**config.mk**
```make
export PLATFORM = sky130hd
export DESIGN_NAME = fsm_pulse_driver
export DESIGN_NICKNAME = d
export VERILOG_FILES = /design/src/rtl/fsm_pulse_driver.sv
export SDC_FILE = /design/constraint.sdc
export NUM_CORES = 1
export LEC_CHECK = 0
export CAP_MARGIN = 20
export CORE_MARGIN = 1
export CORE_UTILIZATION = 54
export CTS_CLUSTER_DIAMETER = 50
export DETAILED_ROUTE_END_ITERATION = 8
export HOLD_SLACK_MARGIN = 0.05
export PLACE_DENSITY = 0.79
export SLEW_MARGIN = 15
export SYNTH_ARGS = -nofsm -noshare
export SYNTH_HDL_FRONTEND = slang
export SYNTH_SLANG_ARGS = --single-unit
```
**constraint.sdc**
```tcl
create_clock -name CLK -period 2.7 [get_ports CLK]
set_clock_uncertainty 0.2 [all_clocks]
set_input_delay 0.54 -clock CLK [delete_from_list [all_inputs] [get_ports CLK]]
set_output_delay 0.54 -clock CLK [all_outputs]
set_load 0.01 [all_outputs]
```
**src/rtl/fsm_pulse_driver.sv**
```systemverilog
// ---------------------------------------------------------------------------
// fsm_pulse_driver
//
// Transmit-side partner of the 3-state serial pattern detector
// (A=00, B=01, C=10, Out1 high only in C). A command {pulses, width, gap}
// is accepted over a valid/ready handshake. The driver then emits the In1
// bitstream that makes the detector's Out1 produce that pulse train. A
// registered shadow copy of the detector state gives the predicted Out1
// locally.
//
// Ports:
//   CLK          rising-edge clock
//   RST          synchronous reset, active-low (shared with the detector)
//   cmd_valid    command offered
//   cmd_ready    command can be accepted (IDLE only)
//   cmd_pulses   number of Out1 pulses (0 = complete immediately)
//   cmd_width    Out1 high cycles per pulse (0 behaves as 1)
//   cmd_gap      Out1 low cycles between pulses (<2 behaves as 2)
//   tx_bit       serial bit to the detector's In1
//   busy         command in progress
//   done         one-cycle pulse when a command completes
//   model_out1   predicted detector Out1 (shadow == C)
//
// Optional build macro FSM_PULSE_DRIVER_CHECK_EN adds:
//   rx_out1      detector's actual Out1
//   mismatch_err sticky flag, set when rx_out1 differs from model_out1
// ---------------------------------------------------------------------------
module fsm_pulse_driver #(
    parameter int CNT_W = 8,
    parameter int NUM_W = 8
) (
    input  logic             CLK,
    input  logic             RST,
    input  logic             cmd_valid,
    output logic             cmd_ready,
    input  logic [NUM_W-1:0] cmd_pulses,
    input  logic [CNT_W-1:0] cmd_width,
    input  logic [CNT_W-1:0] cmd_gap,
    output logic             tx_bit,
    output logic             busy,
    output logic             done,
    output logic             model_out1
`ifdef FSM_PULSE_DRIVER_CHECK_EN
    ,
    input  logic             rx_out1,
    output logic             mismatch_err
`endif
);

    typedef enum logic [1:0] {
        S_IDLE  = 2'd0,
        S_ARM   = 2'd1,   // shadow in A; tx=1 on the last cycle moves it to B
        S_PRIME = 2'd2,   // shadow in B; tx=0 moves it to C
        S_HOLD  = 2'd3    // shadow in C; tx=1 on the last cycle returns it to A
    } drv_state_t;

    // Detector encoding. Kept as plain codes so the illegal 11 value can be
    // represented and recovered from.
    localparam logic [1:0] SH_A = 2'b00;
    localparam logic [1:0] SH_B = 2'b01;
    localparam logic [1:0] SH_C = 2'b10;

    drv_state_t       r_state;
    logic [CNT_W-1:0] r_cnt;      // cycles left in ARM or HOLD, 1 = last
    logic [CNT_W-1:0] r_width;    // clamped width W'
    logic [CNT_W-1:0] r_gap;      // clamped gap G'
    logic [NUM_W-1:0] r_pulses;   // pulses remaining, including the current one
    logic             r_done;
    logic [1:0]       r_shadow;

    drv_state_t       w_state_nxt;
    logic [CNT_W-1:0] w_cnt_nxt;
    logic [CNT_W-1:0] w_width_nxt;
    logic [CNT_W-1:0] w_gap_nxt;
    logic [NUM_W-1:0] w_pulses_nxt;
    logic             w_done_nxt;
    logic [CNT_W-1:0] w_width_clamped;
    logic [CNT_W-1:0] w_gap_clamped;

    logic             w_tx_bit;
    logic             w_busy;
    logic             w_cmd_ready;
    logic             w_model_out1;

    assign w_width_clamped = (cmd_width == '0) ? CNT_W'(1) : cmd_width;
    assign w_gap_clamped   = (cmd_gap < CNT_W'(2)) ? CNT_W'(2) : cmd_gap;

    // ---------------- state register ----------------
    // NOTE: sequential state uses non-blocking assignments so every register
    // samples pre-edge values, independent of block ordering.
    always_ff @(posedge CLK) begin
        if (!RST) begin
            r_state  <= S_IDLE;
            r_cnt    <= '0;
            r_width  <= '0;
            r_gap    <= '0;
            r_pulses <= '0;
            r_done   <= 1'b0;
        end else begin
            r_state  <= w_state_nxt;
            r_cnt    <= w_cnt_nxt;
            r_width  <= w_width_nxt;
            r_gap    <= w_gap_nxt;
            r_pulses <= w_pulses_nxt;
            r_done   <= w_done_nxt;
        end
    end

    // ---------------- next-state logic ----------------
    always_comb begin
        // NOTE: every output of this block gets a default first, so no path
        // leaves a signal unassigned and no latch is inferred.
        w_state_nxt  = r_state;
        w_cnt_nxt    = r_cnt;
        w_width_nxt  = r_width;
        w_gap_nxt    = r_gap;
        w_pulses_nxt = r_pulses;
        w_done_nxt   = 1'b0;

        case (r_state)
            S_IDLE: begin
                if (cmd_valid) begin
                    w_width_nxt  = w_width_clamped;
                    w_gap_nxt    = w_gap_clamped;
                    w_pulses_nxt = cmd_pulses;
                    if (cmd_pulses == '0) begin
                        w_done_nxt = 1'b1;
                    end else begin
                        // The shadow already sits in A, so the first pulse
                        // needs only the single arming bit.
                        w_state_nxt = S_ARM;
                        w_cnt_nxt   = CNT_W'(1);
                    end
                end
            end
            S_ARM: begin
                if (r_cnt == CNT_W'(1)) begin
                    w_state_nxt = S_PRIME;
                end else begin
                    w_cnt_nxt = r_cnt - CNT_W'(1);
                end
            end
            S_PRIME: begin
                w_state_nxt = S_HOLD;
                w_cnt_nxt   = r_width;
            end
            S_HOLD: begin
                if (r_cnt == CNT_W'(1)) begin
                    w_pulses_nxt = r_pulses - NUM_W'(1);
                    if (r_pulses == NUM_W'(1)) begin
                        w_state_nxt = S_IDLE;
                        w_cnt_nxt   = '0;
                        w_done_nxt  = 1'b1;
                    end else begin
                        // G'-1 cycles in A plus the PRIME cycle in B give a
                        // low time of exactly G'.
                        w_state_nxt = S_ARM;
                        w_cnt_nxt   = r_gap - CNT_W'(1);
                    end
                end else begin
                    w_cnt_nxt = r_cnt - CNT_W'(1);
                end
            end
            default: begin
                w_state_nxt = S_IDLE;
            end
        endcase
    end

    // ---------------- output decode (registered state only) ----------------
    always_comb begin
        w_tx_bit     = ((r_state == S_ARM) || (r_state == S_HOLD)) && (r_cnt == CNT_W'(1));
        w_busy       = (r_state != S_IDLE);
        w_cmd_ready  = (r_state == S_IDLE);
        w_model_out1 = (r_shadow == SH_C);
    end

    assign tx_bit     = w_tx_bit;
    assign busy       = w_busy;
    assign cmd_ready  = w_cmd_ready;
    assign done       = r_done;
    assign model_out1 = w_model_out1;

    // ---------------- detector shadow ----------------
    always_ff @(posedge CLK) begin
        if (!RST) begin
            r_shadow <= SH_A;
        end else begin
            case (r_shadow)
                SH_A:    r_shadow <= w_tx_bit ? SH_B : SH_A;
                SH_B:    r_shadow <= w_tx_bit ? SH_B : SH_C;
                SH_C:    r_shadow <= w_tx_bit ? SH_A : SH_C;
                default: r_shadow <= SH_A;
            endcase
        end
    end

`ifdef FSM_PULSE_DRIVER_CHECK_EN
    logic r_mismatch;

    always_ff @(posedge CLK) begin
        if (!RST) begin
            r_mismatch <= 1'b0;
        end else if (rx_out1 != w_model_out1) begin
            r_mismatch <= 1'b1;
        end
    end

    assign mismatch_err = r_mismatch;
`endif

endmodule
```
==> results of run 1 <==
## layout by cell type, fill, tap and decap left out, types with 3 or more instances in the layout
cell and instances:
xor2_1 4, nand3_1 4, nor3_1 11, a22oi_1 3
nor3b_1 3, nor2_1 10, nor2b_1 5, o21a_1 3
o21ai_0 10, nor4_1 5, o211ai_1 4, nand2_1 53
or4_1 4, a211oi_1 3, clkbuf_8 5, a21oi_1 23
dfxtp_1 37, xnor2_1 5, o2bb2ai_1 6, ha_1 9
clkdlybuf4s50_1 31, inv_1 11, buf_4 9
## layout make-up
type / count / area (um2)
inverters: 12 / 45.04
multi-input cells: 207 / 1355
clock inverters: 2 / 10.01
repair buffers: 40 / 377.9
fillers: 321 / 1110
clock buffers: 6 / 72.57
well taps: 48 / 60.06
flip-flops and latches: 37 / 740.7
## repair_timing
| action | in CTS | in global routing |
|---|---|---|
| pin swaps | 2 | 0 |
| resized for setup | 0 | 1 |
| buffers inserted | 1 | 0 |
| endpoints found under the setup margin | 1 | 1 |
## path summary, 6_finish.rpt
check                                 from         end  slack [ns]  cells after the start
worst max-delay path              r_cnt[4]      tx_bit        0.11                      4
worst min-delay path            r_width[1]  r_width[1]        0.26                      2
worst max register to register  r_state[1]  r_state[0]        0.50                      8
worst min register to register  r_width[1]  r_width[1]        0.26                      2
## per-layer routing
metal  up-vias  routed length [um]  GRT usage (%)
met1       919                2455          36.54
met4         0                  85          9.783
li1       1030                   -              -
met3         8                 295          6.944
met2        62                2203          38.79
met5         -                   0              0
## sequential cells by signal (all words and copies together) (netlist names)
signal    flops
r_width       8
r_shadow      2
r_state       2
done          1
r_pulses      8
r_cnt         8
r_gap         8
## worst register-to-register path, cell delays in order (launching register included)
cell and delay, ns:
dfxtp_1 0.37, inv_1 0.12, ha_1 0.25, nor2_1 0.08
buf_4 0.15, a41oi_2 0.41, a22oi_4 0.16, and4b_1 0.23
a211oi_2 0.18
## cell families after synthesis
group	count (synthesis)	synth area share (%)
AOI/OAI and AO/OA	77	26.05
xor gates and xnor gates	9	3.623
adders and majority gates	10	5.750
buffers and inverters	22	3.795
DFF	37	34.04
muxes	2	0.9776
and+or+nand+nor	109	25.76
## Yosys cell counts (2+ instances only)
master     number  area [um2]
a211oi_1        3       22.52
a21boi_0        2       15.01
a21oi_1        23       115.1
a22oi_1         3       22.52
a22oi_4         2       42.54
a31oi_1         2       12.51
a32oi_1         2       17.52
and2_1          2       12.51
buf_1           2       7.510
clkbuf_1        8       30.03
dfxtp_1        37       740.7
ha_1           10       125.1
inv_1          11       41.29
nand2_1        53       198.9
nand2b_1        2       12.51
nand3_1         4       20.02
nor2_1         10       37.54
nor2b_1         5       31.28
nor3_1         11       55.05
nor3b_1         3       22.52
nor4_1          5       31.28
o2111a_1        2       22.52
o211ai_1        4       30.03
o21a_1          3       22.52
o21ai_0        10       50.05
o21ai_2         2       17.52
o22ai_1         2       12.51
o2bb2ai_1       6       52.55
o311a_1         2       20.02
o31ai_1         2       15.01
or4_1           4       30.03
xnor2_1         5       43.79
xor2_1          4       35.03
## power by group through the flow
stage / logic, mW / clock network [mW] / registers [mW]
2_1_floorplan: 0.990 / 0 / 0.769
3_3_place_gp: 1.31 / 0 / 0.799
3_5_place_dp: 1.33 / 0 / 0.805
4_1_cts: 1.35 / 0.393 / 0.793
5_1_grt: 1.52 / 0.419 / 0.816
6_report: 1.37 / 0.383 / 0.795
## per-stage QoR
stage	area (um2)	std cells	hold WS (ns)	setup WS, ns	power (mW)
floorplan	2176	266	0.2360	0.5167	1.760
global placement	2569	343	0.2457	0.08546	2.106
detailed placement	2569	343	0.2520	0.02930	2.131
CTS	2659	352	0.2626	0.08302	2.539
global route	2661	352	0.2854	0.01597	2.753
finish	2661	352	0.2595	0.1057	2.546
==> flow_summary.toml, run 1 <==
[power_and_ir_drop]
power_leakage_nw = 0.9857
internal-power_mw = 1.459
power_frac_clock_pct = 15.1
peakVddDrop_uv = 490.3
combPwrFrac_pct = 53.7
p_seq_share_pct = 31.2
power_switching_mw = 1.087
p_sw_share_pct = 42.68
cellPowerDensity_nw_per_um2 = 956.7

[final_layout]
antenna_cells = 0
fin_nets = 340
finalCoreUtilization_pct = 70.57
area_growth_syn_to_layout_pct = 22.31
layout-drive-gt1-share_pct = 10.53

[placed_design]
dp_hpwl_um = 3745
port_buffers = 31
place_congestion = 0.8557

[die]
initial_core_util_pct = 57.70
rows = 22
core_area_um2 = 3771
chipWidth_um = 65.48
dieArea_um2 = 4287
ios = 32
die_y_um = 65.48

[global_routing]
grt_max_degree = 23
grt_pass1_wl_um = 8556
grt_pass1_vias = 1821
grt.total_usage_pct = 26.36
antenna_found_initial = 0
overflow = 0

[flow_run]
maxCapViolations = 0

[timing]
relSlewSlack_pct = 65.25
tightestPinTransition_ns = 0.5213
hold_viol_final = 0
grt_setup_unrepaired = "no"
period_minus_slack_ns = 2.594
post-route-period-util_pct = 96.09
fin_setup_tns_ns = 0
report.final.slew_viol_count = 0
max_freq_mhz = 385.5
setup_viol = 0

[logic_synthesis]
ys_async_sr_fraction_pct = 0
synth-seq-area-share_pct = 34.04
synth_cell_type_count = 53
synthesis.nets = 303
synth_edf_count = 0
synth_area_um2 = 2176
netlist_instances = 266
syn_avg_cell_area_um2 = 8.180
yosysWarnings = 0
ys_seq_elements = 37
synth-main-ff-cell = "dfxtp_1"

[setup_path]
cp-start-kind = "flop"
cp_slowest_cell = "clkdlybuf4s50_1"
required_ns = 1.96
critPathTopFamily = "simple AND/OR/NAND/NOR gates"
cp_max_fo = 5
crit_chain = "nor4_4 > nand3_4 > nor2_1 > clkdlybuf4s50_1"
crit_buf_inv = 1
worst_ep_arrival_time_ns = 1.85
endpoint_kind = "output pin"
worst_path_largest_cell_delay_ns = 0.55
path_class = "flop to output pin"

[clocking]
cts.sinks = 37
clk_pin_slew_ns = 0.08
tritoncts = "done"
ctsRootBufferMaster = "clkbuf_8"
cts_buffer_depth = 2
clk_latency_ns = 0.30
cts_hold_buf = 0
htree_levels = 2
cts_inserted_buffers = 5

[route]
ant_nets = 0
wl_per_cell_um = 14.32
viasPerCell = 5.736
drtPass1Iterations = 4
vias = 2019
drc = 0
drt_iter0_markers = 105
wl_um = 5039

[min_path]
hold_path_class = "flop to flop"

[outcome]
outcome = "completed"
Note: power is estimated with default switching activity, not from simulation.
==> run 2: changes to the inputs <==
==> constraint.sdc (replaced) <==
create_clock -name CLK -period 2.4 [get_ports CLK]
set_clock_uncertainty 0.2 [all_clocks]
set_input_delay 0.48 -clock CLK [delete_from_list [all_inputs] [get_ports CLK]]
set_output_delay 0.48 -clock CLK [all_outputs]
set_load 0.01 [all_outputs]
==> flow_summary.toml, run 2 (same netlist as run 1, synthesis figures left out) <==
[outcome]
outcome = "completed"

[die]
dieArea_um2 = 4287
initial_core_util_pct = 57.70
chipWidth_um = 65.48
ios = 32
rows = 22
die_y_um = 65.48
core_area_um2 = 3771

[final_layout]
layout-drive-gt1-share_pct = 14.33
layout_commonest_cell = "nand2_1"
final_area_um2 = 2770
instances_no_fill = 362
multi_input_area_um2 = 1355
antenna_cells = 0
fin_nets = 350
area_growth_syn_to_layout_pct = 27.31
mostFrequentLayoutCells = "53 x nand2_1, 35 x dfxtp_1, 30 x clkdlybuf4s50_1"
filler_cell_count = 305
seq_area_um2 = 743.2

[timing]
tightestPinTransition_ns = 0.4697
max_freq_mhz = 433.1
setup_viol = 0
period_minus_slack_ns = 2.309
post-route-period-util_pct = 96.20
hold_viol_final = 0
relSlewSlack_pct = 68.40
report.final.slew_viol_count = 0
grt_setup_unrepaired = "no"
hold_slack_ns = 0.2620
setup_ws_ns = 0.09128

[route]
viasPerCell = 5.782
ant_nets = 0
met1Wirelength_um = 2451
drt_iter0_markers = 134
vias = 2093
met3_length_um = 301
top_layer = "met4"
met2_length_um = 2351
drtPass1Iterations = 4
wl_um = 5178
drc = 0
wl_per_cell_um = 14.30

[power_and_ir_drop]
p_seq_share_pct = 28.9
power_switching_mw = 1.265
internal-power_mw = 1.826
combPwrFrac_pct = 53.3
cellPowerDensity_nw_per_um2 = 1116
power_frac_clock_pct = 17.8
peakVddDrop_uv = 585.1
power_leakage_nw = 1.048
p_sw_share_pct = 40.92

[placed_design]
dp_cells = 353
place_congestion = 0.8408
placed_area_um2 = 2644
place_ws_ns = -0.2071
dp_hpwl_um = 3975
port_buffers = 31

[clocking]
cts_hold_buf = 0
tritoncts = "done"
cts.sinks = 37
cts_inserted_buffers = 5
clk_latency_ns = 0.30
ctsRootBufferMaster = "clkbuf_8"
cts_buffer_depth = 2
htree_levels = 2
clk_pin_slew_ns = 0.08

[setup_path]
worst_ep_arrival_time_ns = 2.36
cp-start-kind = "primary input"
r2r_cells = 8
path_class = "primary input to flop"
reg2reg_from = "r_cnt[4]"
required_ns = 2.45
r2r-end = "r_cnt[5]"
cp_max_fo = 3
endpoint_kind = "flop"
reg2reg_slack_ns = 0.31

[min_path]
worstHoldEndpoint = "r_width[1]"
hold_path_class = "flop to flop"
min_path_cells = 2
min_from = "r_width[1]"

[global_routing]
grt_max_degree = 22
antenna_found_initial = 0
grt_pass1_wl_um = 8790
grt.total_usage_pct = 27.25
grt_pass1_vias = 1917
overflow = 0

[flow_run]
maxCapViolations = 0
[run 2: metal layers]
metal | up-vias | global-route usage, %
li1 | 1058 | -
met1 | 958 | 37.76
met2 | 70 | 41.37
met3 | 7 | 5.208
met4 | 0 | 10.87
met5 | - | 0
[run 2: cell type report]
type | count | share of cell area, %
clock buffer | 5 | 2.484
clock inverter | 3 | 1.671
inverter | 12 | 1.626
multi-input combinational | 207 | 48.92
sequential | 37 | 26.83
tap | 48 | 2.168
timing repair buffer | 50 | 16.31
[run 2: stage by stage]
stage               power (mW)  utilization, %  TNS (ns)
finish                   3.091           73.46         0
global route             3.306           73.46         0
CTS                      3.085           73.42         0
detailed placement       2.508           70.11    -1.476
global placement         2.466           70.11    -1.024
floorplan                1.980               -         0
[run 2: worst max-delay path, cell delays in order]
cell	delay, ns
clkdlybuf4s50_1	0.41
or4_1	0.59
o21ai_2	0.29
buf_4	0.17
a32oi_1	0.11
o211ai_1	0.12
o2111a_1	0.19
[run 2: worst max path at each step]
stage	slack, ns	endpoint	startpoint
after global routing	0.0009	r_cnt[6]	cmd_pulses[2]
final	0.09	r_cnt[6]	cmd_pulses[2]
after CTS	0.05	busy	r_state[0]
after global placement	-0.15	r_cnt[6]	cmd_pulses[2]
after detailed placement	-0.21	r_cnt[6]	cmd_pulses[2]
after floorplan	0.23	r_pulses[1]	r_state[0]
[run 2: what timing repair did]
| item | CTS | global route |
|---|---|---|
| gates resized for setup | 3 | 1 |
| endpoints found under the hold margin | 0 | 0 |
| setup endpoints to repair | 2 | 1 |
| pin swaps | 1 | 0 |
| setup buffers | 1 | 0 |
[run 2: power groups by stage]
stage,clock network [mW],logic [mW],registers [mW]
after floorplan,0,1.11,0.866
after global placement,0,1.57,0.896
after detailed placement,0,1.61,0.901
after CTS,0.562,1.63,0.888
after global routing,0.589,1.80,0.912
final,0.550,1.65,0.894
